**config.mk**
```make
export PLATFORM = sky130hd
export DESIGN_NAME = b16_dbg_host
export DESIGN_NICKNAME = d
export VERILOG_FILES = /design/src/rtl/b16_dbg_host.sv
export SDC_FILE = /design/constraint.sdc
export NUM_CORES = 1
export LEC_CHECK = 0
export CORE_MARGIN = 4
export CORE_UTILIZATION = 49
export DETAILED_ROUTE_END_ITERATION = 7
export GPL_ROUTABILITY_DRIVEN = 0
export PLACE_DENSITY = 0.8
export SLEW_MARGIN = 20
export SYNTH_ARGS = -nofsm -noshare
export SYNTH_HDL_FRONTEND = slang
export SYNTH_SLANG_ARGS = --single-unit
```
**constraint.sdc**
```tcl
create_clock -name clk -period 1.9 [get_ports clk]
set_input_delay 0.285 -clock clk [delete_from_list [all_inputs] [get_ports clk]]
set_output_delay 0.285 -clock clk [all_outputs]
set_load 0.01 [all_outputs]
```
**src/rtl/b16_dbg_host.sv**
```systemverilog
// b16 debug host: turns link command bytes into debug port strobes for the CPU,
// sends back response bytes, and holds the breakpoint register and its compare.
module b16_dbg_host #(
  parameter int          l       = 16,
  parameter logic        RUN_RST = 1'b1,
  parameter logic [15:0] BP_RST  = 16'hFFFF,
  parameter logic [7:0]  ACK     = 8'h06,
  parameter logic [7:0]  NAK     = 8'h15
) (
  input  logic         clk,
  input  logic         reset,
  input  logic [7:0]   rx_data,
  input  logic         rx_valid,
  output logic         rx_ready,
  output logic [7:0]   tx_data,
  output logic         tx_valid,
  input  logic         tx_ready,
  output logic         run,
  output logic         dr,
  output logic         dw,
  output logic [2:0]   daddr,
  output logic [l-1:0] din,
  input  logic [l-1:0] dout,
  input  logic [l-1:0] cpu_addr,
  input  logic         cpu_rd,
  output logic [l-1:0] bp
);

  typedef enum logic [2:0] {IDLE, ARG_HI, ARG_LO, EXEC, TX1, TX2} state_t;

  localparam logic [2:0] OP_READ  = 3'b000;
  localparam logic [2:0] OP_WRITE = 3'b001;
  localparam logic [2:0] OP_HALT  = 3'b010;
  localparam logic [2:0] OP_GO    = 3'b011;
  localparam logic [2:0] OP_STEP  = 3'b100;
  localparam logic [2:0] OP_SETBP = 3'b101;
  localparam logic [2:0] OP_STAT  = 3'b110;

  state_t     state;
  logic [2:0] op, a;
  logic [7:0] hi, lo;     // argument bytes; lo also holds dout[7:0] for the second READ byte
  logic       ok;         // core was halted when the command committed to EXEC
  logic       two;        // response has a second byte
  logic       step_pend;  // drop run on the cycle after a STEP
  logic       bp_hit;

  // bits [4:3] of the command byte carry no meaning
  logic unused_cmd_bits;
  assign unused_cmd_bits = ^rx_data[4:3];

  assign rx_ready = (state == IDLE) || (state == ARG_HI) || (state == ARG_LO);

  // command FSM, debug strobes, run/breakpoint control; breakpoint assignment last so it wins
  always_ff @(posedge clk or negedge reset) begin
    if (!reset) begin
      state     <= IDLE;
      run       <= RUN_RST;
      bp        <= BP_RST;
      bp_hit    <= 1'b0;
      dr        <= 1'b0;
      dw        <= 1'b0;
      daddr     <= 3'd0;
      din       <= '0;
      tx_valid  <= 1'b0;
      tx_data   <= 8'h00;
      op        <= 3'd0;
      a         <= 3'd0;
      hi        <= 8'h00;
      lo        <= 8'h00;
      ok        <= 1'b0;
      two       <= 1'b0;
      step_pend <= 1'b0;
    end else begin
      dr <= 1'b0;
      dw <= 1'b0;
      if (step_pend) begin
        run       <= 1'b0;
        step_pend <= 1'b0;
      end
      case (state)
        IDLE: if (rx_valid) begin
          op <= rx_data[7:5];
          a  <= rx_data[2:0];
          ok <= !run;
          if (rx_data[7:5] == OP_WRITE || rx_data[7:5] == OP_SETBP) begin
            state <= ARG_HI;
          end else begin
            state <= EXEC;
            daddr <= rx_data[2:0];
            dr    <= (rx_data[7:5] == OP_READ) && !run;
          end
        end
        ARG_HI: if (rx_valid) begin
          hi    <= rx_data;
          state <= ARG_LO;
        end
        ARG_LO: if (rx_valid) begin
          lo    <= rx_data;
          ok    <= !run;
          state <= EXEC;
          if (op == OP_WRITE) begin
            daddr <= a;
            din   <= {hi, rx_data};
            dw    <= !run;
          end
        end
        EXEC: begin
          state    <= TX1;
          tx_valid <= 1'b1;
          two      <= 1'b0;
          tx_data  <= ACK;
          case (op)
            OP_READ: if (ok) begin
              tx_data <= dout[15:8];
              lo      <= dout[7:0];
              two     <= 1'b1;
            end else begin
              tx_data <= NAK;
            end
            OP_WRITE: tx_data <= ok ? ACK : NAK;
            OP_HALT:  run <= 1'b0;
            OP_GO: begin
              run    <= 1'b1;
              bp_hit <= 1'b0;
            end
            OP_STEP: if (ok) begin
              run       <= 1'b1;
              bp_hit    <= 1'b0;
              step_pend <= 1'b1;
            end else begin
              tx_data <= NAK;
            end
            OP_SETBP: bp <= {hi, lo};
            OP_STAT:  tx_data <= {run, bp_hit, 6'b0};
            default:  tx_data <= NAK;
          endcase
        end
        TX1: if (tx_ready) begin
          if (two) begin
            tx_data <= lo;
            state   <= TX2;
          end else begin
            tx_valid <= 1'b0;
            state    <= IDLE;
          end
        end
        TX2: if (tx_ready) begin
          tx_valid <= 1'b0;
          state    <= IDLE;
        end
        default: state <= IDLE;
      endcase
      if (run && cpu_rd && cpu_addr == bp) begin
        run    <= 1'b0;
        bp_hit <= 1'b1;
      end
    end
  end

endmodule

```
# After elaboration in Yosys (flattened, before gate mapping)
# Cells that the tools add are included.
# W data, S select, Z words.
[word_totals]
ff_bits = 76
latch_bits = 0
mem_bits_rw = 0
mem_bits_ro = 0
inputBits = 45
output_inout_bits = 48
mem_count = 0
[op_classes]
add_sub_neg = 0
n_mul = 0
n_div = 0
magnitude_cmp = 0
n_eq_ne = 26
shifts = 0
mux = 46
n_bitwise = 0
reduce_logical = 30
[op_table]
columns = ["cell", "n"]
rows = [
  ["$mux W8", 6],
  ["$pmux W8 S2", 2],
  ["$pmux W8 S4", 1],
  ["$mux W3", 10],
  ["$mux W1", 20],
  ["$eq A3 B3 Y1 const B", 6],
  ["$ne A2 B2 Y1 const B", 9],
  ["$pmux W3 S6", 1],
  ["$eq A16 B16 Y1", 1],
  ["$eq A3 B2 Y1 const B", 4],
  ["$reduce_and A5 Y1", 2],
  ["$eq A3 B1 Y1 const B", 3],
  ["$logic_not A3 Y1", 3],
  ["$reduce_and A3 Y1", 3],
  ["$reduce_and A2 Y1", 4],
  ["$reduce_and A4 Y1", 2],
  ["$reduce_bool A2 Y1", 4],
  ["$pmux W1 S3", 2],
  ["$pmux W3 S2", 1],
  ["$reduce_bool A3 Y1", 2],
  ["$mux W5", 1],
  ["$ne A2 B1 Y1 const B", 2],
  ["$reduce_or A2 Y1", 2],
  ["$logic_and A1 B1 Y1", 3],
  ["other kinds (6)", 8],
]

# Logic depth before layout (Yosys ltp)
[depth]
word_depth = 5
depth_mapped = 6
ltp_nobuf = 4

# Worst setup path after synthesis
# OpenSTA, ideal clock, no wires.
[synth_path]
kind = "reg2reg"
start = "reg state[2]"
end = "reg din[9]"
setup_ns = 0.128
arrival_ns = 1.523
required_time_ns = 1.772
slack_ns = 0.250
stages_incl_launch_ff = 6
cell_sequence = "dfrtp_1 > buf_2 > nor3b_4 > nand3_4 > buf_6 > mux2_1"
[synth_between]
elab_chain_len = 2
[synth_lines]
columns = ["element", "line_no", "text"]
rows = [
  ["start: declaration", "39", "state_t state;"],
  ["start signal: assignment", "56", "state <= IDLE;"],
  ["start signal: assignment", "86", "state <= ARG_HI;"],
  ["start signal: assignment", "88", "state <= EXEC;"],
  ["$eq A3 B2 Y1", "80", "case (state)"],
  ["$reduce_and A3 Y1 (no source line)", "--", ""],
  ["end signal: assignment", "103", "din <= {hi, rx_data};"],
  ["end: declaration", "22", "output logic [l-1:0] din,"],
]
# Every way passes these cells.
# A chain may end at the register's enable or synchronous reset.

# Final worst setup path
[layout_path]
start = "reg run"
end = "out run"
[layout_lines]
columns = ["element", "line_no", "text"]
rows = [
  ["start: declaration", "18", "output logic run,"],
  ["start signal: assignment", "57", "run <= RUN_RST;"],
  ["start signal: assignment", "77", "run <= 1'b0;"],
  ["start signal: assignment", "121", "OP_HALT: run <= 1'b0;"],
]
# No word-level cell between the ends.

==> metrics <==
CP delay by family, top=flip-flops; pwr/cell area=between 1500 and 2000 mW/mm2; # IOs=93; final setup TNS=0 ns; ys async rst share=100%; row count=30; origin of the critical flop-to-flop path=state[0]; Final Power=approximately 7.7 mW; Crit-path slowest cell=dfstp_2; via-per-instance ratio=between 5 and 6; die area=between 0.008 and 0.009 mm2; net count after synthesis=approximately 340; first-pass GRT wire length=roughly 15000 um; Yosys reg bits=76; crit path from=run; share of the synthesized area in the top cell type=approximately two fifths; ANT cells=0; Least-Margin Pin Slew=around 0.43 ns; slew margin rel.=71.2%; Mapped Area=~0.0036 mm2; Tmin final=around 1.8 ns; Setup crit end=run; Max Clk Rate=roughly 550 MHz; CP Launch Type=register; DR iter-0 viols=~110; Hold Path Class=in2async; share of cells above drive strength 1=between 20% and 30%; die width=slightly above 90 um; grt total ovfl=0; core area=roughly 0.0069 mm2; Avg Inst Size Synth=~12 um2; CP Depth=1; crit path max fanout=7; Inst Count DP=around 490; CTS Buffer Depth=2; Tcrit/Tclk final=95.4%; CTS tree=yes; Crit path buffers/inverters=1; CTS buffer count=9; H-tree lvl count=3; Clock Skew=between 0.007 and 0.008 ns; Critical Path Sink Type=output pin; initial antenna violation count=0; Post-DP Area=roughly 0.0047 mm2; final instance area=roughly 0.0050 mm2; Pre-Repair DR Iteration Count=4; Fillers=a little over 500; WL/cell=18.2 um; worst slack at placement=around 0.13 ns; Final setup viols=0; Req. time, crit path=between 1.5 and 2 ns; Worst R2R Setup Slack=~0.14 ns; post-CTS setup buffers=0; Initial Util=51.6%; final cell count without fillers=roughly 510; EDFF count, synth=0; Final WS setup=approximately 0.09 ns; final wirelength=a little over 9000 um; chip height=93.5 um; Yosys warnings=0; I/O Buffers=92; maximum vdd drop=0.819 mV; FF-to-FF End=din[9]; Cell variety after synth=49; Vias=about 2700; fin. max-slew vios=0; max incr delay on CP=about 0.63 ns; Leak=slightly above 2 nW; Core Util, Final=between 70% and 80%; detailed placer's ending HPWL=slightly below 7000 um; Final Hold Fails=0; DRC violations left=0; largest net degree at the start of global routing=33; synth top area cells=dfrtp_1 (41%), mux2_2 (14%), dfstp_2 (12%); CTS Sinks=76; RSZ-0062 raised after global routing=false; register area share after synthesis=53.6%; dominant synthesized flop cell=dfrtp_1; number of global-route vias before repair=~3000; Syn Inst Count=between 200 and 300; Layout Nets=450; outcome=completed; CTS root buffer=clkbuf_8; max-cap violations=0; critical path arrival=around 1.5 ns; Setup Crit Path Kind=reg2out; post-route ant nets=0; smallest hold slack=~0.41 ns; GRT Overall Usage=between 20% and 30%; Reg clk slew, reported paths=0.07 ns; reg2reg path depth=3; area leader, netlist=dfrtp_1; worst skew pair latency=roughly 0.33 ns; cell chain of the critical path=clkdlybuf4s50_1; Area growth syn-to-layout=38.1%
[flip-flops by register name, summed over array words and instances (netlist names)]
register,cells
a,3
bp,16
bp_hit,1
daddr,3
din,16
dr,1
dw,1
hi,8
lo,8
ok,1
op,3
run,1
state,3
step_pend,1
two,1
tx_data,8
tx_valid,1
[logic make-up (layout without fill, tap and decap cells)]
logic type | count (synthesis) | count (layout) | synth area share (%)
AO/OA/AOI/OAI | 49 | 49 | 8.58
XOR/XNOR | 16 | 16 | 3.91
buffers and inverters | 20 | 139 | 2.79
flip-flops | 76 | 76 | 53.6
multiplexers | 60 | 60 | 19.2
AND/OR/NAND/NOR | 70 | 70 | 11.9
[synthesized netlist by cell type, types with 3 or more instances]
master,instances
nand3_1,5
nor2_1,13
dfstp_2,17
mux2_4,6
mux2i_1,7
nand2_1,20
xnor2_1,16
buf_2,5
o21ai_0,18
mux2_2,46
inv_1,6
dfrtp_1,59
nand4_1,3
a21oi_1,12
nor3b_1,3
clkbuf_1,6
nor2b_1,6
[layout by cell type (no fill, tap or decap), types with 2 or more instances in the layout]
cell and count:
clkinv_2 2, o221ai_1 2, nor3_1 2, a31oi_1 2, dfstp_2 17, nand4_1 3, and3_1 2, nand2b_1 2
a221oi_1 2, nand3_1 5, or3b_2 2, nor2b_1 6, nand2_1 20, a21oi_1 12, nor3_2 2, mux2_4 6
o21ai_0 18, dfrtp_1 58, xnor2_1 16, clkdlybuf4s50_1 90, buf_4 24, mux2i_1 7, inv_1 6, nor2_1 13
a32oi_1 2, nor3b_1 3, a31o_2 2, clkbuf_8 11, mux2_2 46
[metal layers]
metal / vias to the layer above / part of all wire (%) / track usage (%)
met5: - / 0 / 0
met4: 0 / 1.7 / 7.22
met3: 15 / 4.2 / 4.10
met2: 77 / 49 / 36.9
met1: 1368 / 45 / 29.8
li1: 1277 / - / -
[power by group]
group / total (mW) / switching (mW) / leakage [nW] / internal [mW]
registers: 3.04 / 0.599 / 0.909 / 2.44
clock network: 1.25 / 0.568 / 0.106 / 0.678
logic: 3.37 / 1.43 / 1.05 / 1.94
[final cells by class]
type	count	area, um2	share of cell area (%)
inverter	6	22.5	0.455
clock buffer	12	155	3.13
multi-input combinational	195	1560	31.5
clock inverter	4	48.8	0.985
tap	96	120	2.42
sequential	76	1920	38.8
timing repair buffer	117	1120	22.6
[how the worst min path moves through the flow]
stage | from | endpoint | slack (ns) | cells past startpoint
5_1_grt | reset | hi[5] | 0.45 | 2
3_5_place_dp | reset | lo[3] | 0.24 | 1
4_1_cts | reset | hi[5] | 0.42 | 2
3_3_place_gp | reset | lo[3] | 0.23 | 1
6_report | reset | lo[3] | 0.41 | 2
2_1_floorplan | reset | a[0] | -0.01 | 0
[timing repair]
action,in CTS,in global routing
setup endpoints to repair,1,0
hold buffers,1,0
resized for setup,2,0
hold endpoints to repair,19,0
No activity file was read; power rests on OpenSTA's default activity.
